===== src/rtl/pic_pkg.sv =====
// Shared types and helpers for the 8259-style INTA sequencer.
package pic_pkg;

  localparam int NUM_IR = 8;
  localparam int LVL_W  = 3;

  // Level reported when an INTA cycle finds no pending request.
  localparam logic [LVL_W-1:0] SPURIOUS_LVL = 3'd7;

  typedef enum logic [1:0] {
    IDLE = 2'd0,
    P1   = 2'd1,
    GAP  = 2'd2,
    P2   = 2'd3
  } state_t;

  typedef struct packed {
    logic             found;
    logic [LVL_W-1:0] level;
  } rot_t;

  // Scans vec starting just above the lowest-priority level and wrapping,
  // returning the first set bit found.
  function automatic rot_t rot_first(input logic [NUM_IR-1:0] vec,
                                     input logic [LVL_W-1:0] lowest);
    rot_t             r;
    logic [LVL_W-1:0] idx;
    r.found = 1'b0;
    r.level = SPURIOUS_LVL;
    for (int i = 1; i <= NUM_IR; i++) begin
      idx = lowest + LVL_W'(i);
      if (!r.found && vec[idx]) begin
        r.found = 1'b1;
        r.level = idx;
      end
    end
    return r;
  endfunction

endpackage


===== src/rtl/pic_priority_resolver.sv =====
// Combinational circular priority encoder; also reports the winner's rank
// (0 = highest) so two resolvers can be compared directly.
module pic_priority_resolver
  import pic_pkg::*;
(
  input  logic [NUM_IR-1:0] vec,
  input  logic [LVL_W-1:0]  lowest,
  output logic              found,
  output logic [LVL_W-1:0]  level,
  output logic [LVL_W-1:0]  rank
);

  rot_t res;

  // Find the first set bit in rotated order and derive its rank.
  always_comb begin
    res   = rot_first(vec, lowest);
    found = res.found;
    level = res.level;
    rank  = res.level - lowest - LVL_W'(1);
  end

endmodule


===== src/rtl/pic_inta_sequencer.sv =====
// Interrupt-acknowledge sequencer: raises INT, walks the two INTA pulses,
// sets/clears the in-service register and presents the vector.
module pic_inta_sequencer
  import pic_pkg::*;
(
  input  logic              clk,
  input  logic              reset_n,
  input  logic [NUM_IR-1:0] irr,
  input  logic [NUM_IR-1:0] imr,
  input  logic              inta_n,
  input  logic [4:0]        vec_base,
  input  logic              aeoi,
  input  logic              eoi_strobe,
  input  logic              eoi_specific,
  input  logic [LVL_W-1:0]  eoi_level,
  input  logic              eoi_rotate,
  output logic              int_out,
  output logic [NUM_IR-1:0] isr,
  output logic [LVL_W-1:0]  highest_priority,
  output logic              current_pulse,
  output logic              irr_clr,
  output logic [7:0]        data_out,
  output logic              data_oe
);

  state_t            state;
  logic              inta_q;
  logic              fall;
  logic              rise;
  logic              spurious;
  logic [LVL_W-1:0]  lowest_prio;
  logic [NUM_IR-1:0] pend;

  logic              win_found;
  logic [LVL_W-1:0]  win_level;
  logic [LVL_W-1:0]  win_rank;
  logic              top_found;
  logic [LVL_W-1:0]  top_level;
  logic [LVL_W-1:0]  top_rank;

  logic [NUM_IR-1:0] set_mask;
  logic [NUM_IR-1:0] eoi_mask;
  logic [NUM_IR-1:0] aeoi_mask;
  logic [NUM_IR-1:0] isr_next;
  logic              eoi_hit;
  logic [LVL_W-1:0]  eoi_lvl;
  logic              int_req;

  assign pend = irr & ~imr;
  assign fall = inta_q & ~inta_n;
  assign rise = ~inta_q & inta_n;

  pic_priority_resolver u_pend_res (
    .vec    (pend),
    .lowest (lowest_prio),
    .found  (win_found),
    .level  (win_level),
    .rank   (win_rank)
  );

  pic_priority_resolver u_isr_res (
    .vec    (isr),
    .lowest (lowest_prio),
    .found  (top_found),
    .level  (top_level),
    .rank   (top_rank)
  );

  // Build the ISR set/clear masks; a set on the same bit overrides any clear.
  always_comb begin
    set_mask  = '0;
    eoi_mask  = '0;
    aeoi_mask = '0;
    eoi_hit   = 1'b0;
    eoi_lvl   = eoi_level;
    if (state == IDLE && fall && win_found)
      set_mask = NUM_IR'(1) << win_level;
    if (eoi_strobe) begin
      if (eoi_specific) begin
        eoi_lvl = eoi_level;
        eoi_hit = isr[eoi_level];
      end else begin
        eoi_lvl = top_level;
        eoi_hit = top_found;
      end
    end
    if (eoi_hit)
      eoi_mask = NUM_IR'(1) << eoi_lvl;
    if (state == P2 && rise && aeoi && !spurious)
      aeoi_mask = NUM_IR'(1) << highest_priority;
    isr_next = (isr & ~eoi_mask & ~aeoi_mask) | set_mask;
    int_req  = win_found && (!top_found || (win_rank < top_rank));
  end

  // Acknowledge sequence FSM with all outputs registered; inta_q resets high
  // so the idle-high INTA line never looks like an edge after reset.
  always_ff @(posedge clk or negedge reset_n) begin
    if (!reset_n) begin
      state            <= IDLE;
      inta_q           <= 1'b1;
      isr              <= '0;
      int_out          <= 1'b0;
      highest_priority <= '0;
      current_pulse    <= 1'b0;
      irr_clr          <= 1'b0;
      data_out         <= '0;
      data_oe          <= 1'b0;
      spurious         <= 1'b0;
      lowest_prio      <= 3'd7;
    end else begin
      inta_q  <= inta_n;
      irr_clr <= 1'b0;
      isr     <= isr_next;
      if (eoi_strobe && eoi_rotate && eoi_hit)
        lowest_prio <= eoi_lvl;
      case (state)
        IDLE: begin
          if (fall) begin
            int_out          <= 1'b0;
            highest_priority <= win_found ? win_level : SPURIOUS_LVL;
            spurious         <= !win_found;
            irr_clr          <= win_found;
            current_pulse    <= 1'b0;
            state            <= P1;
          end else begin
            int_out <= int_req;
          end
        end
        P1: begin
          if (rise)
            state <= GAP;
        end
        GAP: begin
          if (fall) begin
            state         <= P2;
            current_pulse <= 1'b1;
            data_out      <= {vec_base, highest_priority};
            data_oe       <= 1'b1;
          end
        end
        P2: begin
          if (rise) begin
            state         <= IDLE;
            data_oe       <= 1'b0;
            current_pulse <= 1'b0;
          end
        end
        default: state <= IDLE;
      endcase
    end
  end

endmodule


===== config.mk =====
export PLATFORM = sky130hd
export DESIGN_NAME = pic_inta_sequencer
export DESIGN_NICKNAME = d
export VERILOG_FILES = /design/src/rtl/pic_pkg.sv /design/src/rtl/pic_priority_resolver.sv /design/src/rtl/pic_inta_sequencer.sv
export SDC_FILE = /design/constraint.sdc
export NUM_CORES = 1
export LEC_CHECK = 0
export CAP_MARGIN = 10
export CELL_PAD_IN_SITES_DETAIL_PLACEMENT = 0
export CELL_PAD_IN_SITES_GLOBAL_PLACEMENT = 1
export CORE_ASPECT_RATIO = 1.2
export CORE_UTILIZATION = 47
export CTS_BUF_LIST = sky130_fd_sc_hd__clkbuf_8
export CTS_CLUSTER_SIZE = 40
export DETAILED_ROUTE_END_ITERATION = 10
export PLACE_DENSITY = 0.89
export SYNTH_ARGS = -nofsm -noshare
export SYNTH_HDL_FRONTEND = slang
export SYNTH_HIERARCHICAL = 1
export SYNTH_SLANG_ARGS = --single-unit
export TNS_END_PERCENT = 20

===== constraint.sdc =====
create_clock -name clk -period 13.88 [get_ports clk]
set_clock_uncertainty 0.15 [all_clocks]
set_input_delay 2.776 -clock clk [delete_from_list [all_inputs] [get_ports clk]]
set_output_delay 2.776 -clock clk [all_outputs]
set_load 0.05 [all_outputs]

# After elaboration in Yosys (flattened, before gate mapping)
# Index checks and enable logic that the tools add are counted.
dict set report classes {
  n_reduce_logical 48
  n_addsub 11
  muxes 71
  bitwise 11
  n_shift 3
  magnitude_cmp 10
  eq_ne 7
}
# cell n
set op_table {}
lappend op_table {{$mux 4} 16}
lappend op_table {{$bmux 1 s3} 17}
lappend op_table {{$lt 3x4->1 const B} 9}
lappend op_table {{$mux 1} 25}
lappend op_table {{$and 8x8->8} 3}
lappend op_table {{$mux 8} 3}
lappend op_table {{$not 8->8} 3}
lappend op_table {{$shl 1x3->8 const A} 3}
lappend op_table {{$logic_and 1x1->1} 22}
lappend op_table {{$logic_not 1->1} 17}
lappend op_table {{$add 3x3->3 const B} 4}
lappend op_table {{$mux 3} 3}
lappend op_table {{$mux 2} 4}
lappend op_table {{$ne 2x2->1 const B} 4}
lappend op_table {{$or 8x8->8} 1}
lappend op_table {{$pmux 2 s4} 1}
lappend op_table {{$reduce_and 4->1} 2}
lappend op_table {{$add 3x2->3 const B} 2}
lappend op_table {{$sub 3x1->3 const B} 2}
lappend op_table {{$sub 3x3->3} 2}
lappend op_table {{$eq 2x2->1 const B} 2}
lappend op_table {{$reduce_and 2->1} 2}
lappend op_table {{$add 3x1->3 const B} 1}
lappend op_table {{$lt 3x3->1} 1}
lappend op_table {{10 further kinds} 12}
dict set report totals {
  in_bits 31
  regBits 30
  wordCells 172
}

# Depth between registers and ports, before layout
# Gate-level depths: netlist (run 1).
dict set report depth {
  word_depth 33
  ltp_mapped 20
  ltp_nobuf 18
}

# Hierarchy
# The synthesis (run 1) kept the hierarchy.
# mod cells_per_inst area_per_inst_um2 instances seq_area_each_um2
set by_module_without_submodules {}
lappend by_module_without_submodules {pic_inta_sequencer 175 1704.1 1 755.7}
lappend by_module_without_submodules {{pic_priority_resolver (u_pend_res)} 108 987.2 1 0.0}
lappend by_module_without_submodules {{pic_priority_resolver (u_isr_res)} 100 917.1 1 0.0}

# Least setup slack after synthesis (run 1)
# No wires, ideal clock.
dict set report synth_timing {
  path_kind {input to register}
  startpoint {input irr[0]}
  endpoint {register int_out}
  n_path_buf 0
  setup_ps 120
  arrival_time_ps 5961
  slack_ps 7648
  cell_stages 15
  cell_sequence {nor2b_1 > mux4_1 > mux2i_4 > and2_2 > o2111ai_1 > a21oi_1 > a21oi_1 > ha_1 > fa_1 > xor2_1 > xnor2_1 > ha_1 > nor2b_1 > o21ai_0 > a41o_1}
}
dict set report synth_between {
  elab_chain_cells 31
  word_cells_on_any_way 45
  classes_between {add/sub (2); order compare (1); mux (25); bitwise (1); reduce/logical (16)}
}
# item line
set synth_lines {}
lappend synth_lines {{start, declared} pic_inta_sequencer.sv:8} ;# input logic [NUM_IR-1:0] irr,
lappend synth_lines {{$and 8x8->8 (*)} pic_inta_sequencer.sv:49} ;# assign pend = irr & ~imr;
lappend synth_lines {{$bmux 1 s3} pic_pkg.sv:32} ;# if (!r.found && vec[idx]) begin
lappend synth_lines {{$mux 1 (not written as such)} pic_pkg.sv:32}
lappend synth_lines {{$mux 4} pic_pkg.sv:32}
lappend synth_lines {{$logic_not 1->1} pic_pkg.sv:32}
lappend synth_lines {{$logic_and 1x1->1} pic_pkg.sv:32}
lappend synth_lines {{$mux 4} pic_pkg.sv:32}
lappend synth_lines {{$logic_not 1->1} pic_pkg.sv:32}
lappend synth_lines {{[17 not listed]} n/a}
lappend synth_lines {{via win_level[0]} pic_inta_sequencer.sv:35} ;# logic [LVL_W-1:0] win_level;
lappend synth_lines {{$sub 3x3->3 (*)} pic_priority_resolver.sv:20} ;# rank = res.level - lowest - LVL_W'(1);
lappend synth_lines {{$sub 3x1->3 (*)} pic_priority_resolver.sv:20}
lappend synth_lines {{via win_rank[2]} pic_inta_sequencer.sv:36} ;# logic [LVL_W-1:0] win_rank;
lappend synth_lines {{$lt 3x3->1 (*)} pic_inta_sequencer.sv:92} ;# int_req = win_found && (!top_found || (win_rank < top_rank));
lappend synth_lines {{$logic_or 1x1->1 (*)} pic_inta_sequencer.sv:92}
lappend synth_lines {{$logic_and 1x1->1 (*)} pic_inta_sequencer.sv:92}
lappend synth_lines {{$mux 1 (*)} pic_inta_sequencer.sv:118} ;# if (fall) begin
lappend synth_lines {{end signal, assigned} pic_inta_sequencer.sv:126} ;# int_out <= int_req;
lappend synth_lines {{end, declared} pic_inta_sequencer.sv:17} ;# output logic int_out,
# The timed path passes the listed nets; every way through them passes the cells marked *. The select of a mux whose other input is x is not followed.
# A chain may end at the register's enable or synchronous reset.

# Worst setup path after layout (run 1)
dict set report layout_timing {
  startpoint {input irr[0]}
  endpoint {register int_out}
}
dict set report layout_between {
  elab_chain_cells 31
  word_cells_on_any_way 45
  classes_between {add/sub (2); order compare (1); mux (25); bitwise (1); reduce/logical (16)}
}
# item line
set layout_lines {}
lappend layout_lines {{$and 8x8->8 (*)} pic_inta_sequencer.sv:49}
lappend layout_lines {{via pend[0]} pic_inta_sequencer.sv:32} ;# logic [NUM_IR-1:0] pend;
lappend layout_lines {{$bmux 1 s3} pic_pkg.sv:32}
lappend layout_lines {{$mux 1 (not written as such)} pic_pkg.sv:32}
lappend layout_lines {{$mux 4} pic_pkg.sv:32}
lappend layout_lines {{$logic_not 1->1} pic_pkg.sv:32}
lappend layout_lines {{$logic_and 1x1->1} pic_pkg.sv:32}
lappend layout_lines {{$mux 4} pic_pkg.sv:32}
lappend layout_lines {{[18 not listed]} n/a}
lappend layout_lines {{via win_level[0]} pic_inta_sequencer.sv:35}
lappend layout_lines {{$sub 3x3->3 (*)} pic_priority_resolver.sv:20}
lappend layout_lines {{$sub 3x1->3 (*)} pic_priority_resolver.sv:20}
lappend layout_lines {{via win_rank[2]} pic_inta_sequencer.sv:36}
lappend layout_lines {{$lt 3x3->1 (*)} pic_inta_sequencer.sv:92}
lappend layout_lines {{$logic_or 1x1->1 (*)} pic_inta_sequencer.sv:92}
lappend layout_lines {{$logic_and 1x1->1 (*)} pic_inta_sequencer.sv:92}
lappend layout_lines {{$mux 1 (*)} pic_inta_sequencer.sv:118}
# Marked as above.

==> results of run 1 <==
==> flip-flops by register name (all words and copies together) (netlist names) <==
signal	count
data_out	8
inta_q	1
int_out	1
isr	8
current_pulse	1
irr_clr	1
spurious	1
state	2
highest_priority	3
data_oe	1
lowest_prio	3
==> routing by layer <==
layer | track usage [%] | vias up
li1 | - | 1556
met1 | 31.18 | 1520
met2 | 37.00 | 82
met3 | 2.804 | 17
met4 | 5.938 | 0
met5 | 0 | -
==> metrics by stage <==
step | instance area [µm²] | hold WS, ps | instances | util, %
detailed placement | 4141 | 344.2 | 512 | 56.27
floorplan | 3608 | 323.5 | 383 | -
global route | 4233 | 370.4 | 520 | 57.51
CTS | 4233 | 358.8 | 520 | 57.51
global placement | 4141 | 339.2 | 512 | 56.27
finish | 4233 | 357.4 | 520 | 57.51
==> cells in the mapped netlist, drive strengths merged (3+ instances only) <==
cell type / n / area [µm²]
a21oi: 27 / 153.9
a22oi: 3 / 32.53
and2: 3 / 22.53
and3: 4 / 25.02
buf: 14 / 113.9
dfrtp: 26 / 650.6
dfstp: 4 / 105.1
ha: 13 / 162.7
inv: 17 / 63.81
mux2: 17 / 195.2
mux2i: 24 / 272.8
mux4: 20 / 488.0
nand2: 45 / 178.9
nand2b: 12 / 75.07
nand3: 12 / 65.06
nor2: 26 / 105.1
nor2b: 17 / 108.9
nor3: 4 / 20.02
o211ai: 6 / 45.04
o21ai: 20 / 100.1
o221ai: 10 / 87.58
o22ai: 3 / 25.02
o31ai: 3 / 22.52
xnor2: 6 / 52.55
xor2: 4 / 35.03
==> cells in the final DEF, fill, tap and decap left out, types with 12 or more instances in the layout <==
cell type and instances:
mux2i_1 20, nor2b_1 16, mux2_2 16, ha_1 13
o21ai_0 19, a21oi_1 24, nand2b_1 12, nor2_1 25
dfrtp_1 26, clkdlybuf4s50_1 53, inv_1 17, nand2_1 43
==> kinds of logic after synthesis <==
| family | Yosys count | share of synthesized area [%] |
|---|---|---|
| xor gates and xnor gates | 10 | 2.427 |
| AOI/OAI and AO/OA | 101 | 20.39 |
| buffers and inverters | 32 | 5.028 |
| muxes | 61 | 26.49 |
| DFF | 30 | 20.94 |
| adders and majority gates | 15 | 5.617 |
| and+or+nand+nor | 134 | 19.11 |
==> critical path: cells and delay by family <==
family                   cells  cell delay (ps)
AO/OA/AOI/OAI                5              820
adder cells (fa/ha/maj)      3              930
buffers and inverters        1              390
multiplexers                 2              990
XOR/XNOR                     2              320
AND/OR/NAND/NOR              3              520
==> cell type report <==
cell class / instances / share of cell area [%]
timing repair buffer: 54 / 12.71
sequential: 30 / 17.85
clock buffer: 6 / 1.951
multi-input combinational: 321 / 63.11
inverter: 17 / 1.508
tap: 90 / 2.660
clock inverter: 2 / 0.2069
==> path summary, 6_finish.rpt <==
path                                     start           to  slack [ps]  cells after the start
max in group asynchronous              reset_n       inta_q       10530                      2
worst max register to register  lowest_prio[0]      int_out        8150                     15
worst min-delay path               data_out[6]  data_out[6]         360                      1
worst max-delay path                    irr[0]      int_out        7140                     16
worst min register to register     data_out[6]  data_out[6]         360                      1
min in group asynchronous              reset_n  data_out[4]        2720                      2
==> summary.md, run 1 <==
| Metric | Value |
|---|---|
| Largest stage delay, worst path | 650 ps |
| Avg WL per Cell | 16.62 µm |
| Share of cells above drive strength 1 | 14.88% |
| WL met2 | 4282 µm |
| Slowest-stage cell, CP | mux4_1 |
| Worst Path Max Fanout | 8 |
| Crit-path cells | clkdlybuf4s50_1, nor2b_1, mux4_1, mux2i_2, and2_4, o2111ai_1, a21oi_1, a21oi_1, ha_1, fa_1, xor2_1, xnor2_1, ha_1, nor2b_1, o21ai_0, a41o_1 |
| Relative slew slack | 34.29% |
| Clock input transition at the sequential cells of the worst setup and hold paths | 70 ps |
| GRT Total Usage | 22.64% |
| Register area | 755.7 µm² |
| Ys async rst share | 100.0% |
| RSZ-0062 raised after global routing | false |
| Post-layout minimum cycle time | 6739 ps |
| CORE AREA | 0.007360 mm² |
| Critical Path AT | 6760 ps |
| 1st-iter DRT viols | 204 |
| Die Span Y | 97.99 µm |
| Largest net degree at the start of global routing | 31 |
| Synth warnings | 6 |
| Post-CTS setup buffers | 0 |
| Row count | 34 |
| First-pass GRT wire length | 14370 µm |
| Clock buffer depth | 2 |
| IO buf count | 53 |
| Data required time of the worst path | 13900 ps |
| Antenna violation net count after detailed routing | 0 |
| Endpoints failing setup | 0 |
| Avg Cell Area, Syn | 9.422 µm² |
| CTS sink count | 30 |
| Clock latency on the worst-skew pair | 280 ps |
| Crit. End Element | flip-flop |
| TritonCTS buffer count | 5 |
| Max-Cap Viols | 0 |
| Fin Setup TNS | 0 ps |
| Initial antenna violation count | 0 |
| Syn_nets | 429 |
| Uppermost layer routed | met4 |
| Via density | 6.106 |
| Fin. Hold Viols | 0 |
| Multi-input gate area | 0.002671 mm² |
| PostCTS Resize Cnt | 0 |
| Main flop type after synthesis | dfrtp_1 |
| Period utilization | 48.55% |
| Num ports | 54 |
| Number of flops mapped to enable cells by yosys | 0 |
| Vias in the first global route | 3026 |
| Post-synthesis cell type count | 76 |
| N_diodes | 0 |
| Routed length on met3 | 321 µm |
| Fin nets | 475 |
| Slew @ Worst Pin | 977.4 ps |
| Hold Crit Class | reg2reg |
| Status | finished clean |
| Detailed-route via count | 3175 |
| Number of fill cells in the layout | 666 |
| Die area | 0.008033 mm² |
| Die width | 81.99 µm |
| # DRC | 0 |
| Register area share after synthesis | 20.94% |
| Fin. max-slew vios | 0 |
| Initial Util | 49.03% |
| Root buffer cell | clkbuf_8 |
| Area grow syn2layout | 17.30% |
| Synthesized flop and latch total | 30 |
| Worst slack at placement | 6886 ps |
| DRT met1 WL | 3894 µm |
| GR Overflow Total | 0 |
| CTS hold repair buffers | 0 |
| CP Launch Type | input port |
| Detailed-route wire length | 8644 µm |
| Crit Path Class | in2reg |
| Gpl congestion | 0.8920 |
| Final Worst Setup Slack | 7141 ps |
| Cell Area, Synth | 0.003608 mm² |
| H-tree depth | 2 |
| CTS tree | done |
| DP HPWL | 6461 µm |
| Drt first pass iters | 4 |
| Syn Inst Count | 383 |
| Fmax | 0.1484 GHz |
Power of run 1 is left out: the tool's default activity adds up to more than one toggle a clock period on the data nets, which glitch-free logic cannot reach.
==> run 2: changes to the inputs <==
Settings changed: CORE_UTILIZATION 47 to 44, PLACE_DENSITY 0.89 to 0.84.
Clock period 13.88 ns to 7 ns, I/O delays scaled along.
==> run 2 against run 1 <==
  * The flow now finishes with violations (design-rule violations)
  * Flip-flop and latch count unchanged
  * First-iteration DRC count down 45%
  * Sequential share of layout area down 0.058 points
  * Via count down 0.22%
  * Wire length up 0.86%
  * Critical path type is now reg2reg
==> summary.md, run 2 (synthesis gave the netlist of run 1 again) <==
| Metric | Value |
|---|---|
| Status | finished with violations (was finished clean) |
| Failing checks | design-rule violations |
| CTS hold repair buffers | 0 (unchanged) |
| Largest regs | data_out x8, isr x8 (unchanged) |
| CP Launch Type | flip-flop (was input port) |
| GRT Total Usage | 20.87% (was 22.64%) |
| CTS tree | done (unchanged) |
| First-pass GRT wire length | 14380 µm (was 14370 µm) |
| Data required time of the worst path | 7020 ps (was 13900 ps) |
| Vias in the first global route | 3024 (was 3026) |
| Die Span Y | 101.2 µm (was 97.99 µm) |
| Post-layout minimum cycle time | 5475 ps |
| Clock latency on the worst-skew pair | 280 ps (about the same) |
| Critical Path AT | 5490 ps (was 6760 ps) |
| Initial Util | 46.29% (was 49.03%) |
| Root buffer cell | clkbuf_8 (unchanged) |
| Via density | 6.057 (was 6.106) |
| Crit Path Class | reg2reg (was in2reg) |
| Gpl congestion | 0.8447 (was 0.8920) |
| Relative slew slack | 44.28% (was 34.29%) |
| GR Overflow Total | 0 (unchanged) |
| Detailed-route via count | 3168 (was 3175) |
| Hold Crit Class | reg2reg (unchanged) |
| Post-CTS setup buffers | 0 (unchanged) |
| TritonCTS buffer count | 5 (unchanged) |
| Share of cells above drive strength 1 | 15.31% (was 14.88%) |
| Die area | 0.008569 mm² (was 0.008033 mm²) |
| Detailed-route wire length | 8718 µm (was 8644 µm) |
| CORE AREA | 0.007795 mm² (was 0.007360 mm²) |
| 1st-iter DRT viols | 113 (was 204) |
| Avg WL per Cell | 16.67 µm (was 16.62 µm) |
| N_diodes | 0 (unchanged) |
| DP HPWL | 6582 µm (was 6461 µm) |
| Crit. End Element | flip-flop (unchanged) |
| IO buf count | 53 (unchanged) |
| Drt first pass iters | 8 (was 4) |
| Max-Cap Viols | 0 (unchanged) |
| Worst Path Max Fanout | 24 (was 8) |
| Area grow syn2layout | 17.68% (was 17.30%) |
| Placed Instances | 515 (was 512) |
| Fin nets | 476 (was 475) |
| Layout Cells excl Fill | 523 (was 520) |
| Fin. Hold Viols | 0 (unchanged) |
| Period utilization | 78.21% |
| Flop2flop setup slack | 1520 ps (was 8150 ps) |
| Endpoints failing setup | 0 (unchanged) |
| Clock buffer depth | 2 (unchanged) |
| # DRC | 1 (was 0) |
| Slew @ Worst Pin | 828.7 ps (was 977.4 ps) |
| CTS sink count | 30 (unchanged) |
| Fin Setup TNS | 0 ps (unchanged) |
| Row count | 35 (was 34) |
| Initial antenna violation count | 0 (unchanged) |
| Antenna violation net count after detailed routing | 0 (unchanged) |
| Fmax | 0.1826 GHz |
| Clock input transition at the sequential cells of the worst setup and hold paths | 70 ps (about the same) |
| Num ports | 54 (unchanged) |
| Largest net degree at the start of global routing | 31 (unchanged) |
| Commonest non-fill, non-tap cells in the layout | clkdlybuf4s50_1, nand2_1, dfrtp_1, nor2_1, a21oi_1 (unchanged) |
| Fin. max-slew vios | 0 (unchanged) |
| H-tree depth | 2 (unchanged) |
| RSZ-0062 raised after global routing | false (unchanged) |
| Die width | 84.67 µm (was 81.99 µm) |
| Commonest non-fill, non-tap cell in the layout | clkdlybuf4s50_1 (unchanged) |
| PostCTS Resize Cnt | 0 (unchanged) |
[run 2: changes by cell type in the layout (fill, tap and decap cells not counted), sizes merged]
cell	change
buf	+1
clkinvlp	+1
inv	-1
[run 2: path summary, 6_finish.rpt]
check	cells after the start	from	to
min	1	data_out[1]	data_out[1]
max in group asynchronous	2	reset_n	inta_q
max	15	lowest_prio[1]	int_out
max reg2reg	15	lowest_prio[1]	int_out
min in group asynchronous	2	reset_n	irr_clr
min reg2reg	1	data_out[1]	data_out[1]
[run 2: through the flow]
stage                     setup WS (ps)  instance area [µm²]  hold slack, ps  util, %
after CTS                          1520                 4247           365.2    54.48
after global placement             1404                 4151           337.3    53.26
final                              1525                 4247           363.2    54.48
after global routing               1065                 4247           384.5    54.48
after detailed placement           1380                 4151           352.4    53.26
after floorplan                    2122                 3608           323.5        -
[run 2: critical path: stages, from the launching register on]
cell	delay [ps]
dfstp_2	860
inv_1	230
ha_1	580
mux4_2	620
mux2_4	310
o32ai_4	270
nand3_2	180
o31ai_1	760
fa_1	320
xor2_1	180
xnor2_1	140
inv_1	70
ha_1	260
nor2b_1	110
o21ai_0	80
a41o_1	240
[run 2: layout make-up]
type                    instances  area, µm²
clock inverters                 2      12.51
fillers                       743       3548
flip-flops and latches         30      755.7
multi-input cells             321       2671
well taps                      92      115.1
clock buffers                   6      82.58
repair buffers                 55      545.5
inverters                      17      63.81
[run 2: metal layers]
metal	up-vias	share of wire, %	GRT usage (%)
li1	1549	-	-
met1	1511	44	26.95
met2	97	50	36.40
met3	11	5.0	3.912
met4	0	0.97	5.085
met5	-	0	0
Power of run 2 is left out for the same reason.
==> run 3: changes to the inputs <==
Clock period 7 ns to 5.3 ns, I/O delays scaled along.
==> run 3 against run 2 <==
  * The run still ends with design-rule violations left
  * Sequential share of layout area shrank 0.36 points
  * Final cell count up 1.7%
  * Non-clock buffer count grew 9
  * Die area unchanged
  * Register-to-register slack lost 1100 ps
==> summary.md, run 3 (synthesis gave the netlist of run 1 again) <==
| Metric | Value |
|---|---|
| Drt first pass iters | 7 (was 8) |
| Endpoints failing setup | 0 (unchanged) |
| Root buffer cell | clkbuf_8 (unchanged) |
| CTS sink count | 30 (unchanged) |
| DP HPWL | 6849 µm (was 6582 µm) |
| Fin. Hold Viols | 0 (unchanged) |
| Commonest non-fill, non-tap cells in the layout | clkdlybuf4s50_1, nand2_1, dfrtp_1, nor2_1, a21oi_1 (unchanged) |
| CTS tree | done (unchanged) |
| Crit. End Element | flip-flop (unchanged) |
| Crit-path most repeated cell | ha_1 |
| Post-layout minimum cycle time | 4897 ps (was 5475 ps) |
| Fin. max-slew vios | 0 (unchanged) |
| Row count | 35 (unchanged) |
| Post-CTS setup buffers | 0 (unchanged) |
| GRT Total Usage | 21.81% (was 20.87%) |
| Antenna violation net count after detailed routing | 0 (unchanged) |
| Crit-path cells | inv_1, ha_1, buf_4, mux4_2, mux2_2, nor2_1, a22o_1, nand2_1, o221ai_1, a31oi_1, ha_1, fa_1, xor2_1, xnor2_1, inv_1, ha_1, nor2b_1, o21ai_0, a41o_1 (was inv_1, ha_1, mux4_2, mux2_4, o32ai_4, nand3_2, o31ai_1, fa_1, xor2_1, xnor2_1, inv_1, ha_1, nor2b_1, o21ai_0, a41o_1) |
| Relative slew slack | 65.67% (was 44.28%) |
| Data required time of the worst path | 5320 ps (was 7020 ps) |
| Share of cells above drive strength 1 | 16.82% (was 15.31%) |
| Area grow syn2layout | 20.15% (was 17.68%) |
| RSZ-0062 raised after global routing | false (unchanged) |
| Avg WL per Cell | 16.79 µm (was 16.67 µm) |
| Vias in the first global route | 3127 (was 3024) |
| Slowest-stage cell, CP | dfstp_2 (unchanged) |
| CTS hold repair buffers | 0 (unchanged) |
| Via density | 6.060 (was 6.057) |
| Routed length on met3 | 383 µm (was 439 µm) |
| Die Span Y | 101.2 µm (unchanged) |
| CORE AREA | 0.007795 mm² (unchanged) |
| Detailed-route wire length | 8932 µm (was 8718 µm) |
| Die width | 84.67 µm (unchanged) |
| TritonCTS buffer count | 5 (unchanged) |
| Uppermost layer routed | met4 (unchanged) |
| PostCTS Resize Cnt | 0 (unchanged) |
| Slew @ Worst Pin | 513.3 ps (was 828.7 ps) |
| First-pass GRT wire length | 15100 µm (was 14380 µm) |
| Clock buffer depth | 2 (unchanged) |
| Initial antenna violation count | 0 (unchanged) |
| Cell family with most CP delay | adder cells (was compound AO/OA/AOI/OAI gates) |
| Critical Path AT | 4910 ps (was 5490 ps) |
| # DRC | 1 (unchanged) |
| CP bufs+invs | 3 (was 2) |
| Failing checks | design-rule violations (unchanged) |
| Max-Cap Viols | 0 (unchanged) |
| Hold Crit Class | reg2reg (unchanged) |
| Largest net degree at the start of global routing | 31 (unchanged) |
| Initial Util | 46.29% (unchanged) |
| Detailed-route via count | 3224 (was 3168) |
| Worst Path Max Fanout | 13 (was 24) |
| Fmax | 0.2042 GHz (was 0.1826 GHz) |
| GR Overflow Total | 0 (unchanged) |
| 1st-iter DRT viols | 121 (was 113) |
| Gpl congestion | 0.8894 (was 0.8447) |
| N_diodes | 0 (unchanged) |
| Crit Path Class | reg2reg (unchanged) |
| Die area | 0.008569 mm² (unchanged) |
| Clock input transition at the sequential cells of the worst setup and hold paths | 70 ps (about the same) |
| Final Util | 55.62% (was 54.48%) |
| WL met2 | 4463 µm (was 4365 µm) |
| Period utilization | 92.40% (was 78.21%) |
| CP Launch Type | flip-flop (unchanged) |
| IO buf count | 53 (unchanged) |
| Largest regs | data_out x8, isr x8 (unchanged) |
| Largest stage delay, worst path | 720 ps (was 860 ps) |
| Commonest non-fill, non-tap cell in the layout | clkdlybuf4s50_1 (unchanged) |
| Status | finished with violations (unchanged) |
| Clock latency on the worst-skew pair | 280 ps (about the same) |
| DRT met1 WL | 3895 µm (was 3828 µm) |
| Num ports | 54 (unchanged) |
| H-tree depth | 2 (unchanged) |
| Fin Setup TNS | 0 ps (unchanged) |
| Fin nets | 485 (was 476) |
==> run 3: changes by cell type in the layout (fill, tap and decap cells not counted), sizes merged <==
cell      before  now
clkinvlp       1    0
inv           17   18
buf            2   11
clkinv         1    0
bufinv         0    1
==> run 3: metal layers <==
metal  track usage (%)  vias up
met5                 0        -
met4             7.040        0
met3             2.771       15
met2             38.21       92
met1             28.17     1551
li1                  -     1566
==> run 3: stage by stage <==
stage          area, µm²  setup slack [ps]  hold slack [ps]  cells
2_1_floorplan       3608             421.9            323.5    383
3_3_place_gp        4219             287.7            337.1    524
3_5_place_dp        4219             150.9            347.7    524
4_1_cts             4335             392.6            367.1    532
5_1_grt             4335             91.11            382.2    532
6_report            4335             402.7            360.1    532
==> run 3: path summary, 6_finish.rpt <==
kind | startpoint | to | slack, ps | cells past startpoint
setup / recovery | lowest_prio[0] | int_out | 400 | 19
hold / removal | data_out[3] | data_out[3] | 360 | 1
setup reg to reg | lowest_prio[0] | int_out | 400 | 19
hold reg to reg | data_out[3] | data_out[3] | 360 | 1
max in group asynchronous | reset_n | lowest_prio[0] | 3670 | 2
min in group asynchronous | reset_n | irr_clr | 1010 | 2
==> run 3: cell type report <==
cell class	instances	area, µm²
fill	720	3460
sequential	30	755.7
clock buffer	6	82.58
inverter	17	63.81
clock inverter	2	33.78
timing repair buffer	64	613.1
tap	92	115.1
multi-input combinational	321	2671
==> run 3: worst register-to-register path: stages, from the launching register on <==
cell,delay (ps)
dfstp_2,720
inv_1,190
ha_1,350
buf_4,190
mux4_2,510
mux2_2,320
nor2_1,150
a22o_1,180
nand2_1,60
o221ai_1,180
a31oi_1,130
ha_1,220
fa_1,370
xor2_1,170
xnor2_1,140
inv_1,70
ha_1,260
nor2b_1,110
o21ai_0,80
a41o_1,240
Power of run 3 is left out for the same reason.
